### config.mk
export PLATFORM = sky130hd
export DESIGN_NAME = prco_debug_ctrl
export DESIGN_NICKNAME = d
export VERILOG_FILES = /design/src/rtl/prco_debug_ctrl.sv
export SDC_FILE = /design/constraint.sdc
export NUM_CORES = 1
export LEC_CHECK = 0
export CORE_MARGIN = 4
export CORE_UTILIZATION = 38
export CTS_CLUSTER_SIZE = 25
export DETAILED_ROUTE_END_ITERATION = 12
export GPL_TIMING_DRIVEN = 0
export SYNTH_ARGS = -nofsm -noshare
export SYNTH_HDL_FRONTEND = slang
export SYNTH_SLANG_ARGS = --single-unit
export TNS_END_PERCENT = 30
### constraint.sdc
create_clock -name i_clk -period 4 [get_ports i_clk]
set_input_delay 0.8 -clock i_clk [delete_from_list [all_inputs] [get_ports i_clk]]
set_output_delay 0.8 -clock i_clk [all_outputs]
set_load 0.1 [all_outputs]
### src/rtl/prco_debug_ctrl.sv
// Host-side run-control and trace capture for prco_core: drives i_mode/i_step and
// buffers one q_debug byte per retired instruction in a FIFO the host drains.
//
// state      | meaning
// HALTED     | core held in single-step mode, host commands accepted
// STEP_PULSE | q_step asserted for STEP_PULSE cycles
// STEP_WAIT  | waiting up to STEP_TIMEOUT cycles for the stepped instruction to retire
// RUNNING    | core free-running, host commands accepted
module prco_debug_ctrl #(
    parameter int TRACE_DEPTH  = 16,
    parameter int STEP_PULSE   = 2,
    parameter int STEP_TIMEOUT = 255
) (
    input  logic                           i_clk,
    input  logic                           i_reset_n,
    input  logic                           i_cmd_valid,
    input  logic [1:0]                     i_cmd,
    output logic                           q_cmd_ready,
    output logic                           q_mode,
    output logic                           q_step,
    input  logic                           i_debug_instr_clk,
    input  logic [7:0]                     i_debug,
    input  logic                           i_rd_en,
    output logic [7:0]                     q_rd_data,
    output logic                           q_rd_valid,
    output logic [$clog2(TRACE_DEPTH):0]   q_count,
    output logic [1:0]                     q_state,
    output logic                           q_overflow,
    output logic                           q_timeout
);
    localparam int AW   = $clog2(TRACE_DEPTH);
    localparam int CW   = AW + 1;
    localparam int TMAX = (STEP_PULSE > STEP_TIMEOUT) ? STEP_PULSE : STEP_TIMEOUT;
    localparam int TW   = $clog2(TMAX + 1);

    localparam logic [CW-1:0] FULL_C   = CW'(TRACE_DEPTH);
    localparam logic [CW-1:0] CNT_ONE  = CW'(1);
    localparam logic [AW-1:0] PTR_ONE  = AW'(1);
    localparam logic [TW-1:0] TMR_ONE  = TW'(1);
    localparam logic [TW-1:0] PULSE_LD = TW'(STEP_PULSE - 1);
    localparam logic [TW-1:0] WAIT_LD  = TW'(STEP_TIMEOUT - 1);

    localparam logic [1:0] CMD_RUN   = 2'b00;
    localparam logic [1:0] CMD_STEP  = 2'b01;
    localparam logic [1:0] CMD_HALT  = 2'b10;
    localparam logic [1:0] CMD_CLEAR = 2'b11;

    typedef enum logic [1:0] {
        ST_HALTED = 2'b00,
        ST_PULSE  = 2'b01,
        ST_WAIT   = 2'b10,
        ST_RUN    = 2'b11
    } state_e;

    state_e          state_q, state_d;
    logic [TW-1:0]   tmr_q, tmr_d;
    logic            hit_q, hit_d;
    logic            prev_ic_q;
    logic [AW-1:0]   wr_ptr_q, rd_ptr_q;
    logic [CW-1:0]   count_q;
    logic [7:0]      mem [TRACE_DEPTH];
    logic [7:0]      rd_data_q;
    logic            rd_valid_q, ovf_q, tmo_q;

    logic retire, cmd_acc, cmd_clr, pop, push, timeout_fire;
    logic [AW-1:0] wr_addr;

    assign retire       = i_debug_instr_clk & ~prev_ic_q;
    assign cmd_acc      = i_cmd_valid & q_cmd_ready;
    assign cmd_clr      = cmd_acc & (i_cmd == CMD_CLEAR);
    assign pop          = i_rd_en & (count_q != '0);
    // A flush frees the whole FIFO, so a coincident retire always lands at slot 0.
    assign push         = retire & (cmd_clr | (count_q != FULL_C) | pop);
    assign wr_addr      = cmd_clr ? '0 : wr_ptr_q;
    assign timeout_fire = (state_q == ST_WAIT) & ~retire & (tmr_q == '0);

    always_ff @(posedge i_clk or negedge i_reset_n) begin
        if (!i_reset_n) begin
            state_q <= ST_HALTED;
            tmr_q   <= '0;
            hit_q   <= 1'b0;
        end else begin
            state_q <= state_d;
            tmr_q   <= tmr_d;
            hit_q   <= hit_d;
        end
    end

    always_comb begin
        state_d = state_q;
        tmr_d   = tmr_q;
        hit_d   = hit_q;
        case (state_q)
            ST_HALTED: begin
                if (cmd_acc && i_cmd == CMD_RUN) begin
                    state_d = ST_RUN;
                end else if (cmd_acc && i_cmd == CMD_STEP) begin
                    state_d = ST_PULSE;
                    tmr_d   = PULSE_LD;
                    hit_d   = 1'b0;
                end
            end
            ST_PULSE: begin
                if (retire) hit_d = 1'b1;
                if (tmr_q == '0) begin
                    // An early retirement already completed the step; skip the wait.
                    if (hit_q || retire) begin
                        state_d = ST_HALTED;
                    end else begin
                        state_d = ST_WAIT;
                        tmr_d   = WAIT_LD;
                    end
                end else begin
                    tmr_d = tmr_q - TMR_ONE;
                end
            end
            ST_WAIT: begin
                if (retire || tmr_q == '0) state_d = ST_HALTED;
                else                       tmr_d   = tmr_q - TMR_ONE;
            end
            ST_RUN: begin
                if (cmd_acc && i_cmd == CMD_HALT) state_d = ST_HALTED;
            end
            default: state_d = ST_HALTED;
        endcase
    end

    always_comb begin
        q_mode      = 1'b1;
        q_step      = 1'b0;
        q_cmd_ready = 1'b0;
        case (state_q)
            ST_HALTED: q_cmd_ready = 1'b1;
            ST_PULSE:  q_step      = 1'b1;
            ST_WAIT:   q_step      = 1'b0;
            ST_RUN: begin
                q_mode      = 1'b0;
                q_cmd_ready = 1'b1;
            end
            default: q_mode = 1'b1;
        endcase
    end

    always_ff @(posedge i_clk) begin
        if (push) mem[wr_addr] <= i_debug;
    end

    always_ff @(posedge i_clk or negedge i_reset_n) begin
        if (!i_reset_n) begin
            prev_ic_q  <= 1'b0;
            wr_ptr_q   <= '0;
            rd_ptr_q   <= '0;
            count_q    <= '0;
            rd_data_q  <= '0;
            rd_valid_q <= 1'b0;
            ovf_q      <= 1'b0;
            tmo_q      <= 1'b0;
        end else begin
            prev_ic_q  <= i_debug_instr_clk;
            rd_valid_q <= pop;
            if (pop) rd_data_q <= mem[rd_ptr_q];
            if (cmd_clr) begin
                rd_ptr_q <= '0;
                wr_ptr_q <= AW'(retire);
                count_q  <= CW'(retire);
                ovf_q    <= 1'b0;
                tmo_q    <= 1'b0;
            end else begin
                if (pop)  rd_ptr_q <= rd_ptr_q + PTR_ONE;
                if (push) wr_ptr_q <= wr_ptr_q + PTR_ONE;
                if (push && !pop)      count_q <= count_q + CNT_ONE;
                else if (pop && !push) count_q <= count_q - CNT_ONE;
                if (retire && !push) ovf_q <= 1'b1;
                if (timeout_fire)    tmo_q <= 1'b1;
            end
        end
    end

    assign q_state    = state_q;
    assign q_rd_data  = rd_data_q;
    assign q_rd_valid = rd_valid_q;
    assign q_count    = count_q;
    assign q_overflow = ovf_q;
    assign q_timeout  = tmo_q;

endmodule

==> impl_metrics.yaml <==
place:
  dpl_worst_slack_ns: 0.02164
  dp_hpwl_um: 9395
  gp_congestion: 0.7946
  portBuffers: 35
global_route:
  use_met2_pct: 22.40
  grtUsageMet3_pct: 3.661
  grt_pass1_vias: 4004
  grt_remaining_overflow: 0
  grt_use_met1_pct: 20.99
  grt_max_degree: 37
  antenna_found_initial: 0
  grt_pass1_wl_um: 22380
  track_usage_pct: 14.64
  grt-busiest-layer: "met2"
timing:
  rsz0062_at_grt: "no"
  worst_slack_ns: 0.3404
  hold_viol: 0
  hold_slack_ns: 0.4873
  max_slew_margin_pct: 19.40
  post-route-min-period_ns: 3.660
  worst_slew_pin_slew_ns: 1.200
  setup_viol: 0
  max_freq_mhz: 273.3
  finalClockSkew_ns: 0.01300
  drv_slew: 0
  finalCritPeriodShare_pct: 91.49
synth:
  syn_nets: 461
  yosys_warnings: 0
  postSynthAreaPerCell_um2: 16.09
  async_flop_share_pct: 21.95
  synth_cells: 433
  ys_top_cells_by_area: "edfxtp_1, dfrtp_1, mux4_2, ha_1, a21oi_1"
  synth_edf_count: 128
  ys_ff_latch: 164
  synthesis.area_mm2: 0.006968
  synth_top_cell_area_share_pct: 55.16
  synth_area_leader_cell: "edfxtp_1"
  synth-seq-area-share_pct: 68.09
  synth-main-ff-cell: "edfxtp_1"
  yosysUniqueCellTypes: 54
floorplanning:
  core_mm2: 0.01802
  pin_count: 36
  start_util_pct: 38.66
  die_area_mm2: 0.02057
  die_height_um: 143.4
  die_w_um: 143.4
  num_rows: 49
worst_setup_path:
  critPathArrivalTime_ns: 3.97
  worstSetupPathType: "reg2reg"
  end_kind: "flip-flop"
  critPathLaunchType: "flip-flop"
  cp.required_ns: 4.31
  worstPathMaxFanout: 8
flow_run:
  cap_viol_max_count: 0
worst_hold_path:
  hold_class: "in2async"
routing:
  route.detailed.drc: 0
  drt_iter0_markers: 202
  ant_nets: 0
  first_pass_iters: 5
  vias: 3894
  wl_per_cell_um: 19.21
  routed_wl_um: 14080
  avgViaCountPerCell: 5.312
layout:
  syn2layout_area_growth_pct: 17.78
  nets: 519
  fill_cells: 1563
  diodes: 0
  final_layout_size_suffix_gt1_share_pct: 19.44
clock_network:
  cts-root-buf: "clkbuf_16"
  cts_tree: "built"
  clock_path_buffers: 2
  clock-sinks: 164
  htree_levels: 4
  worstSkewPairLatency_ns: 0.42
  cts_buffers: 17
  clk_pin_slew_ns: 0.06
  cts-hold-fix-buffers: 0
outcome:
  status: "finished, final reports clean"
power_and_ir_drop:
  irDropWorstVdd_mv: 0.7422
  power.density_mw_per_mm2: 785.8
  leakagePower_nw: 2.791
worst max-delay path: stages (launching register included):
cell	delay [ns]
dfrtp_2	0.41
inv_1	0.07
ha_1	0.37
nand2b_1	0.23
or2_2	0.31
clkbuf_1	0.20
a31oi_1	0.28
nand2_1	0.20
fa_1	0.45
a21o_1	0.20
a21oi_1	0.25
and3_1	0.18
and3b_1	0.17
o31a_1	0.23
placed cells by master (no fill, tap or decap), types with 3 or more instances in the layout:
master and count:
ha_1 12, o21ai_0 12, xor2_1 4, a31oi_1 3, or2_2 3, mux2i_1 3
mux4_2 32, o31ai_1 3, a21oi_1 26, mux2_2 8, clkdlybuf4s50_1 34, nand4_1 3
nand2_1 17, dfrtp_1 34, nor2_1 31, nand2b_1 6, clkbuf_16 17, nand3_1 6
nor4_2 5, a21o_1 3, buf_2 3, xnor2_1 3, inv_1 8, nor3_1 8
clkbuf_1 16, mux2_1 3, edfxtp_1 128, buf_4 9, o22ai_1 17
synth_stat cells (4+ instances only):
library cell,n
inv_1,8
o21ai_0,12
nor2_1,31
buf_4,5
o22ai_1,17
nand2b_1,6
edfxtp_1,128
a21oi_1,26
ha_1,12
clkbuf_1,12
nor4_1,4
dfrtp_1,36
xor2_1,4
nand2_1,17
nor3_1,8
nand3_1,6
mux2_2,8
mux4_2,32
power breakdown:
| group | internal (mW) | switching, mW |
|---|---|---|
| logic | 0.962 | 1.72 |
| registers | 2.06 | 0.169 |
| clock network | 0.881 | 0.650 |
sequential cells by signal, indices dropped and copies added, names as in the netlist:
register,count
q_overflow,1
prev_ic_q,1
wr_ptr_q,4
q_count,5
hit_q,1
q_rd_valid,1
q_timeout,1
mem,128
tmr_q,8
q_rd_data,8
rd_ptr_q,4
q_state,2
metrics by stage:
stage          TNS (ns)  instances  cell area [um2]  total power [mW]  utilization [%]
4_1_cts               0        732             8198             6.508            45.48
5_1_grt               0        733             8207             6.795            45.53
2_1_floorplan         0        433             6969             4.281                -
3_5_place_dp          0        700             7642             4.963            42.40
6_report              0        733             8207             6.448            45.53
3_3_place_gp     -3.537        697             7606             4.906            42.20
routing by layer:
layer | vias to the layer above | wire [um]
li1 | 1828 | -
met1 | 1972 | 6658
met2 | 84 | 6631
met3 | 10 | 648
met4 | 0 | 143
met5 | - | 0
what timing repair did:
action / 4_1_cts / 5_1_grt
buffers inserted: 0 / 0
gates resized for setup: 0 / 1
endpoints found under the setup margin: 0 / 1
path summary, 6_finish.rpt:
check	cells past startpoint	slack, ns	from	endpoint
worst max-delay path	13	0.34	q_state[0]	q_count[4]
worst min-delay path	1	0.49	i_reset_n	q_count[2]
worst max register to register	13	0.34	q_state[0]	q_count[4]
worst min register to register	2	0.52	q_timeout	q_timeout
max in group asynchronous	1	2.92	i_reset_n	q_state[0]
min in group i_clk	2	0.52	q_timeout	q_timeout
layout make-up:
type | instances | area, um2 | area share (%)
flip-flops and latches | 164 | 4747 | 57.84
multi-input cells | 238 | 2097 | 25.55
clock buffers | 22 | 454.2 | 5.534
inverters | 9 | 33.78 | 0.4116
repair buffers | 39 | 375.4 | 4.574
clock inverters | 10 | 101.3 | 1.235
plain buffers | 22 | 111.4 | 1.357
well taps | 229 | 286.5 | 3.491
kinds of logic after synthesis:
group,Yosys count,synth area share (%)
AOI/OAI and AO/OA,77,6.967
xor gates and xnor gates,7,0.8799
muxes,46,12.55
buffers and inverters,31,2.083
and+or+nand+nor,95,6.985
adders and majority gates,13,2.442
DFF,164,68.09
Note: power is estimated with default switching activity, not from simulation.
